[src/rtl/ccm_pkg.sv]
// rtl/ccm_pkg.sv - shared widths, FSM state type and byte-mask helper for the CCM CTR XOR unit
package ccm_pkg;

    localparam int CCM_WIDTH_NONCE = 100;
    localparam int CCM_WIDTH_FLAG  = 8;
    localparam int CCM_WIDTH_COUNT = 20;
    localparam int CCM_WIDTH_BLK   = CCM_WIDTH_NONCE + CCM_WIDTH_FLAG + CCM_WIDTH_COUNT;
    localparam int CCM_NBYTES      = CCM_WIDTH_BLK / 8;
    localparam int CCM_BYTES_W     = $clog2(CCM_NBYTES);

    typedef enum logic [1:0] {
        IDLE,
        WAIT_KS,
        XOR,
        ERR
    } ccm_state_t;

    // Byte 0 sits in the top byte lane; a byte count of 0 on a last block means a full block.
    function automatic logic [CCM_WIDTH_BLK-1:0] byte_mask(
        input logic [CCM_BYTES_W-1:0] bytes,
        input logic                   last
    );
        logic [CCM_WIDTH_BLK-1:0] m;
        int n;
        n = (last && (bytes != '0)) ? int'(bytes) : CCM_NBYTES;
        m = '0;
        for (int i = 0; i < CCM_NBYTES; i++) begin
            if (i < n) begin
                m[CCM_WIDTH_BLK-1-8*i -: 8] = 8'hFF;
            end
        end
        return m;
    endfunction

endpackage

[src/rtl/ccm_out_reg.sv]
// rtl/ccm_out_reg.sv - single-entry valid/ready output register for XOR results
module ccm_out_reg
    import ccm_pkg::*;
#(
    parameter int WIDTH   = CCM_WIDTH_BLK,
    parameter int BYTES_W = CCM_BYTES_W
) (
    input  logic               clk,
    input  logic               reset,
    input  logic               load,
    input  logic [WIDTH-1:0]   load_data,
    input  logic [BYTES_W-1:0] load_bytes,
    input  logic               load_last,
    input  logic               out_ready,
    output logic               out_valid,
    output logic [WIDTH-1:0]   out_data,
    output logic [BYTES_W-1:0] out_bytes,
    output logic               out_last
);

    // A load in the same cycle as a drain keeps the slot full with the new block.
    always_ff @(posedge clk) begin
        if (reset) begin
            out_valid <= 1'b0;
            out_data  <= '0;
            out_bytes <= '0;
            out_last  <= 1'b0;
        end else if (load) begin
            out_valid <= 1'b1;
            out_data  <= load_data;
            out_bytes <= load_bytes;
            out_last  <= load_last;
        end else if (out_ready) begin
            out_valid <= 1'b0;
        end
    end

endmodule

[src/rtl/ccm_ctr_xor_unit.sv]
// rtl/ccm_ctr_xor_unit.sv - CCM keystream consumer: one keystream request per payload block, masked XOR; optional CCM_CTR_KS_TIMEOUT_EN
module ccm_ctr_xor_unit
    import ccm_pkg::*;
#(
    parameter int WIDTH_NONCE = CCM_WIDTH_NONCE,
    parameter int WIDTH_FLAG  = CCM_WIDTH_FLAG,
    parameter int WIDTH_COUNT = CCM_WIDTH_COUNT,
`ifdef CCM_CTR_KS_TIMEOUT_EN
    parameter int TIMEOUT_CYC = 16,
`endif
    localparam int WIDTH_BLK  = WIDTH_NONCE + WIDTH_FLAG + WIDTH_COUNT,
    localparam int NBYTES     = WIDTH_BLK / 8,
    localparam int BYTES_W    = $clog2(NBYTES)
) (
    input  logic                   clk,
    input  logic                   reset,
    output logic                   ks_req,
    input  logic [WIDTH_BLK-1:0]   ks_data,
    input  logic                   ks_valid,
    input  logic [WIDTH_BLK-1:0]   din,
    input  logic [BYTES_W-1:0]     din_bytes,
    input  logic                   din_last,
    input  logic                   din_valid,
    output logic                   din_ready,
    output logic [WIDTH_BLK-1:0]   dout,
    output logic [BYTES_W-1:0]     dout_bytes,
    output logic                   dout_last,
    output logic                   dout_valid,
    input  logic                   dout_ready,
    output logic [WIDTH_COUNT-1:0] blk_cnt,
    output logic                   msg_done,
    output logic [1:0]             ks_err
);

    ccm_state_t           state;
    ccm_state_t           state_nxt;
    logic [WIDTH_BLK-1:0] ks_buf;
    logic                 ks_hit;
    logic                 accept;
    logic                 timeout;
    logic                 err_unexp;
    logic                 err_to;

    // A keystream pulse coinciding with our own request cannot be the answer to it.
    assign ks_hit    = (state == WAIT_KS) && ks_valid && !ks_req;
    assign din_ready = (state == XOR) && (!dout_valid || dout_ready);
    assign accept    = din_valid && din_ready;
    assign ks_err    = {err_to, err_unexp};

`ifdef CCM_CTR_KS_TIMEOUT_EN
    localparam int TO_W = $clog2(TIMEOUT_CYC + 1);
    logic [TO_W-1:0] to_cnt;

    assign timeout = (state == WAIT_KS) && !ks_hit && (to_cnt == TO_W'(TIMEOUT_CYC - 1));

    always_ff @(posedge clk) begin
        if (reset) begin
            to_cnt <= '0;
            err_to <= 1'b0;
        end else begin
            to_cnt <= (state == WAIT_KS) ? to_cnt + TO_W'(1) : '0;
            if (timeout) begin
                err_to <= 1'b1;
            end
        end
    end
`else
    assign timeout = 1'b0;
    assign err_to  = 1'b0;
`endif

    always_ff @(posedge clk) begin
        if (reset) begin
            state <= IDLE;
        end else begin
            state <= state_nxt;
        end
    end

    always_comb begin
        state_nxt = state;
        case (state)
            IDLE:    if (din_valid) state_nxt = WAIT_KS;
            WAIT_KS: begin
                if (ks_hit) begin
                    state_nxt = XOR;
                end else if (timeout) begin
                    state_nxt = ERR;
                end
            end
            XOR:     if (accept) state_nxt = IDLE;
            ERR:     state_nxt = ERR;
            default: state_nxt = IDLE;
        endcase
    end

    // msg_done doubles as the deferred clear so the final count stays visible for one cycle.
    always_ff @(posedge clk) begin
        if (reset) begin
            ks_req    <= 1'b0;
            ks_buf    <= '0;
            blk_cnt   <= '0;
            msg_done  <= 1'b0;
            err_unexp <= 1'b0;
        end else begin
            ks_req   <= (state == IDLE) && din_valid;
            msg_done <= accept && din_last;
            if (ks_hit) begin
                ks_buf <= ks_data;
            end
            if (ks_valid && !ks_hit) begin
                err_unexp <= 1'b1;
            end
            if (msg_done) begin
                blk_cnt <= '0;
            end else if (accept) begin
                blk_cnt <= blk_cnt + WIDTH_COUNT'(1);
            end
        end
    end

    ccm_out_reg #(
        .WIDTH   (WIDTH_BLK),
        .BYTES_W (BYTES_W)
    ) u_out_reg (
        .clk        (clk),
        .reset      (reset),
        .load       (accept),
        .load_data  ((din ^ ks_buf) & byte_mask(din_bytes, din_last)),
        .load_bytes (din_bytes),
        .load_last  (din_last),
        .out_ready  (dout_ready),
        .out_valid  (dout_valid),
        .out_data   (dout),
        .out_bytes  (dout_bytes),
        .out_last   (dout_last)
    );

endmodule

[config.mk]
export PLATFORM = sky130hd
export DESIGN_NAME = ccm_ctr_xor_unit
export DESIGN_NICKNAME = d
export VERILOG_FILES = /design/src/rtl/ccm_pkg.sv /design/src/rtl/ccm_out_reg.sv /design/src/rtl/ccm_ctr_xor_unit.sv
export SDC_FILE = /design/constraint.sdc
export NUM_CORES = 1
export LEC_CHECK = 0
export ABC_AREA = 0
export CAP_MARGIN = 20
export CORE_UTILIZATION = 28
export DETAILED_ROUTE_END_ITERATION = 12
export PLACE_DENSITY = 0.57
export SETUP_SLACK_MARGIN = 0.4
export SLEW_MARGIN = 20
export SYNTH_ARGS = -nofsm -noshare
export SYNTH_HDL_FRONTEND = slang
export SYNTH_SLANG_ARGS = --single-unit
[constraint.sdc]
create_clock -name clk -period 2.44 [get_ports clk]
set_clock_uncertainty 0.05 [all_clocks]
set_input_delay 0.488 -clock clk [delete_from_list [all_inputs] [get_ports clk]]
set_output_delay 0.488 -clock clk [all_outputs]
set_load 0.05 [all_outputs]
==> results.yml <==
run_status:
  status: "complete, no violations"
detailed_routing:
  viasPerCell: 4.61
  wl_um: 38300
  firstDrtPassIters: 4
  drt-initial-drc-count: 422
  vias: 10300
  drc: 0
  avgRoutedWirePerCell_um: 17.1
  final_antenna_net_count: 0
final_layout:
  stdcell_area_mm2: 0.0172
  area_delta_synth_final_pct: 54.5
  final_cells: 2239
  drive_gt1_share_pct: 9.01
  final_nets: 1970
logic_synthesis:
  synth_top_cell_by_area: "dfxtp_1"
  ys_ff_latch: 287
  synthDistinctLibCells: 42
  synth_top_family_by_area: "compound AO/OA/AOI/OAI gates"
  synth-xor-area-share_pct: 10.6
  syn_avg_cell_area_um2: 8.73
  synthMuxAreaShare_pct: 0
  synth_nets: 1549
  synthTopCellsByArea: "dfxtp_1 51%, nand2_1 10%, xor2_1 8.2%"
  synth_compound_area_share_pct: 17.2
  syn_area_mm2: 0.0112
  yosysSeqAreaShare_pct: 51.5
  synth_edf_count: 0
  post-synth-top-count-cell: "nand2_1"
  syn_inst: 1278
  synthFlopType: "dfxtp_1"
  yosys-top-cells-count: "305 x nand2_1, 287 x dfxtp_1, 179 x a21oi_1, 105 x xor2_1, 76 x clkbuf_1"
  synth_simple_gate_area_share_pct: 16.9
  yosys_warnings: 0
  synth-async-reset-ratio_pct: 0
  synth-adder-area-share_pct: 0.561
  synth_top_area_share_pct: 51.5
global_routing:
  grt_pass1_wl_um: 58400
  first_global_vias: 10100
  grt_max_degree: 125
  grt_overflow: 0
  track_usage_pct: 18.4
  antenna_found_initial: 1
clock_tree:
  clockBufferDepth: 3
  cts_root_buffer: "clkbuf_16"
  cts_made_buffers: 34
  htree_levels: 2
  clk_latency_ns: 0.53
  cts_sinks: 287
  cts_tree: "done"
  clkTransAtPathRegs_ns: 0.06
critical_path:
  worstPathCellList: "clkdlybuf4s15_1"
  startpoint: "blk_cnt[1]$_SDFFE_PP0P_"
  crit_family: "buffers and inverters"
  crit_path_end_kind: "output port"
  reg2reg_to: "blk_cnt[19]$_SDFFE_PP0P_"
  crit_arrival_ns: 1.45
  reg2reg_depth: 6
  cp_slowest_cell: "clkdlybuf4s15_1"
  r2r_start: "state[0]$_SDFFE_PP0P_"
  worstPathRequired_ns: 1.90
  path_depth: 1
  worstSetupPathType: "register to output port"
  cp_num_buf_inv: 1
  cp-endpoint: "blk_cnt[1]"
  crit_path_max_incr_delay_ns: 0.55
  start_kind: "register"
  path_max_fanout: 5
  r2r_slack_ns: 0.49
placed_design:
  place.gp.congestion: 0.796
  place_hpwl_um: 27100
  port_buffers: 423
  post_dp_cell_area_mm2: 0.0162
  dp_slack_ns: -0.0122
  dp.cells: 2180
timing:
  period_share_pct: 81.5
  worst_pin_slew_ns: 0.624
  fmax_ghz: 0.503
  fin_setup_tns_ns: 0
  maxSlewViolCount: 0
  setup_viol: 0
  fin_crit_ns: 1.99
  rsz0062_at_grt: "no"
  final.setup.worst_slack_ns: 0.450
  hold_viol_final: 0
  slew_headroom_pct: 58.6
power:
  p_sw_mw: 4.45
  swShare_pct: 31.6
  vdd.ir_drop.worst_v: 0.000409
  p_seq_share_pct: 38.7
  clockPowerShare_pct: 36.5
  p_per_area_mw_per_mm2: 816
  power_frac_comb_pct: 24.7
  leakage_nw: 7.04
  power.internal_mw: 9.62
hold_path:
  hold_path_class: "primary input to register"
floorplan:
  initial_core_util_pct: 28.6
  num_rows: 72
  die_area_mm2: 0.0407
  die_y_um: 202
  pin_count: 425
  die_width_um: 202
  coreArea_mm2: 0.0390
job:
  maxCapViolCount: 0
[state kept, by name, indices dropped and copies added, names as in the netlist]
signal / count
msg_done: 1
state: 2
u_out_reg.out_bytes: 4
u_out_reg.out_data: 128
ks_req: 1
ks_buf: 128
u_out_reg.out_last: 1
err_unexp: 1
u_out_reg.out_valid: 1
blk_cnt: 20
[power by group through the flow]
stage / clock network (mW) / registers (mW) / logic, mW
3_5_place_dp: 0 / 5.55 / 3.62
5_1_grt: 5.52 / 5.51 / 3.77
2_1_floorplan: 0 / 6.17 / 1.44
6_report: 5.14 / 5.45 / 3.48
3_3_place_gp: 0 / 5.53 / 3.58
4_1_cts: 5.32 / 5.44 / 3.52
[stage by stage]
| step | hold slack, ns | util, % | power [mW] |
|---|---|---|---|
| after detailed placement | 0.394 | 41.5 | 9.16 |
| final | 0.137 | 44.2 | 14.1 |
| after floorplan | 0.388 | - | 7.60 |
| after CTS | 0.107 | 44.1 | 14.3 |
| after global placement | 0.388 | 41.5 | 9.11 |
| after global routing | 0.140 | 44.2 | 14.8 |
[cells by family (layout without fill, tap and decap cells)]
kind of cell / Yosys count / count (layout)
and+or+nand+nor: 450 / 450
AOI/OAI and AO/OA: 309 / 309
DFF: 287 / 287
xor gates and xnor gates: 135 / 135
buffers and inverters: 91 / 533
adders and majority gates: 5 / 5
other: 1 / 2
[worst register-to-register path, delay by kind of cell, from the launching register on]
family,cells,cell delay [ns]
AND/OR/NAND/NOR,3,1.13
flip-flops,1,0.35
buffers and inverters,1,0.08
AO/OA/AOI/OAI,1,0.13
adder cells (fa/ha/maj),1,0.15
[cells in the final DEF, fill, tap and decap left out, types with 3 or more instances in the layout]
cell / instances
a211oi_1: 11
a21oi_1: 173
a21oi_2: 6
a22o_1: 40
a22oi_1: 40
a31o_2: 3
and4_1: 3
buf_12: 9
buf_4: 37
clkbuf_1: 3
clkbuf_16: 37
clkbuf_2: 8
clkbuf_8: 9
clkdlybuf4s15_1: 17
clkdlybuf4s15_2: 4
clkdlybuf4s50_1: 263
clkinv_2: 4
dfxtp_1: 276
dfxtp_2: 10
dlygate4sd2_1: 128
ha_1: 4
inv_1: 4
nand2_1: 303
nand3_1: 38
nor2_1: 61
nor2b_1: 3
nor3b_1: 3
o21ai_0: 13
o2bb2ai_1: 16
o31ai_1: 3
or2_2: 3
or3_1: 7
or4_1: 3
or4_4: 3
xnor2_1: 30
xor2_1: 105
[how the worst min path moves through the flow]
stage                                         from                             endpoint  slack, ns  depth (start not counted)
6_report                                     reset              ks_buf[20]$_SDFFE_PP0P_       0.14                          2
5_1_grt                                      reset              ks_buf[20]$_SDFFE_PP0P_       0.14                          2
4_1_cts                                      reset              ks_buf[20]$_SDFFE_PP0P_       0.11                          2
3_5_place_dp   u_out_reg.out_data[90]$_SDFFE_PP0P_  u_out_reg.out_data[90]$_SDFFE_PP0P_       0.39                          2
3_3_place_gp   u_out_reg.out_data[88]$_SDFFE_PP0P_  u_out_reg.out_data[88]$_SDFFE_PP0P_       0.39                          2
2_1_floorplan               err_unexp$_SDFFE_PP0P_               err_unexp$_SDFFE_PP0P_       0.39                          2
[cell type report]
type                    instances  area, um2
fillers                      3913      21800
flip-flops and latches        287       5760
multi-input cells             900       5150
repair buffers                471       4530
clock buffers                  49       1060
well taps                     518        648
clock inverters                 8       75.1
inverters                       5       18.8
diodes                          1       2.50
[what timing repair did]
action | CTS | global route
pin swaps | 0 | 4
hold buffers | 0 | 0
endpoints found under the setup margin | 209 | 39
resized for setup | 185 | 39
setup buffers | 0 | 1
[metal layers]
metal | GRT usage (%) | share of wire [%]
met1 | 22.1 | 43
met2 | 31.3 | 48
met3 | 5.12 | 6.3
met4 | 6.55 | 3.1
met5 | 0 | 0
No activity file was read; power rests on OpenSTA's default activity.
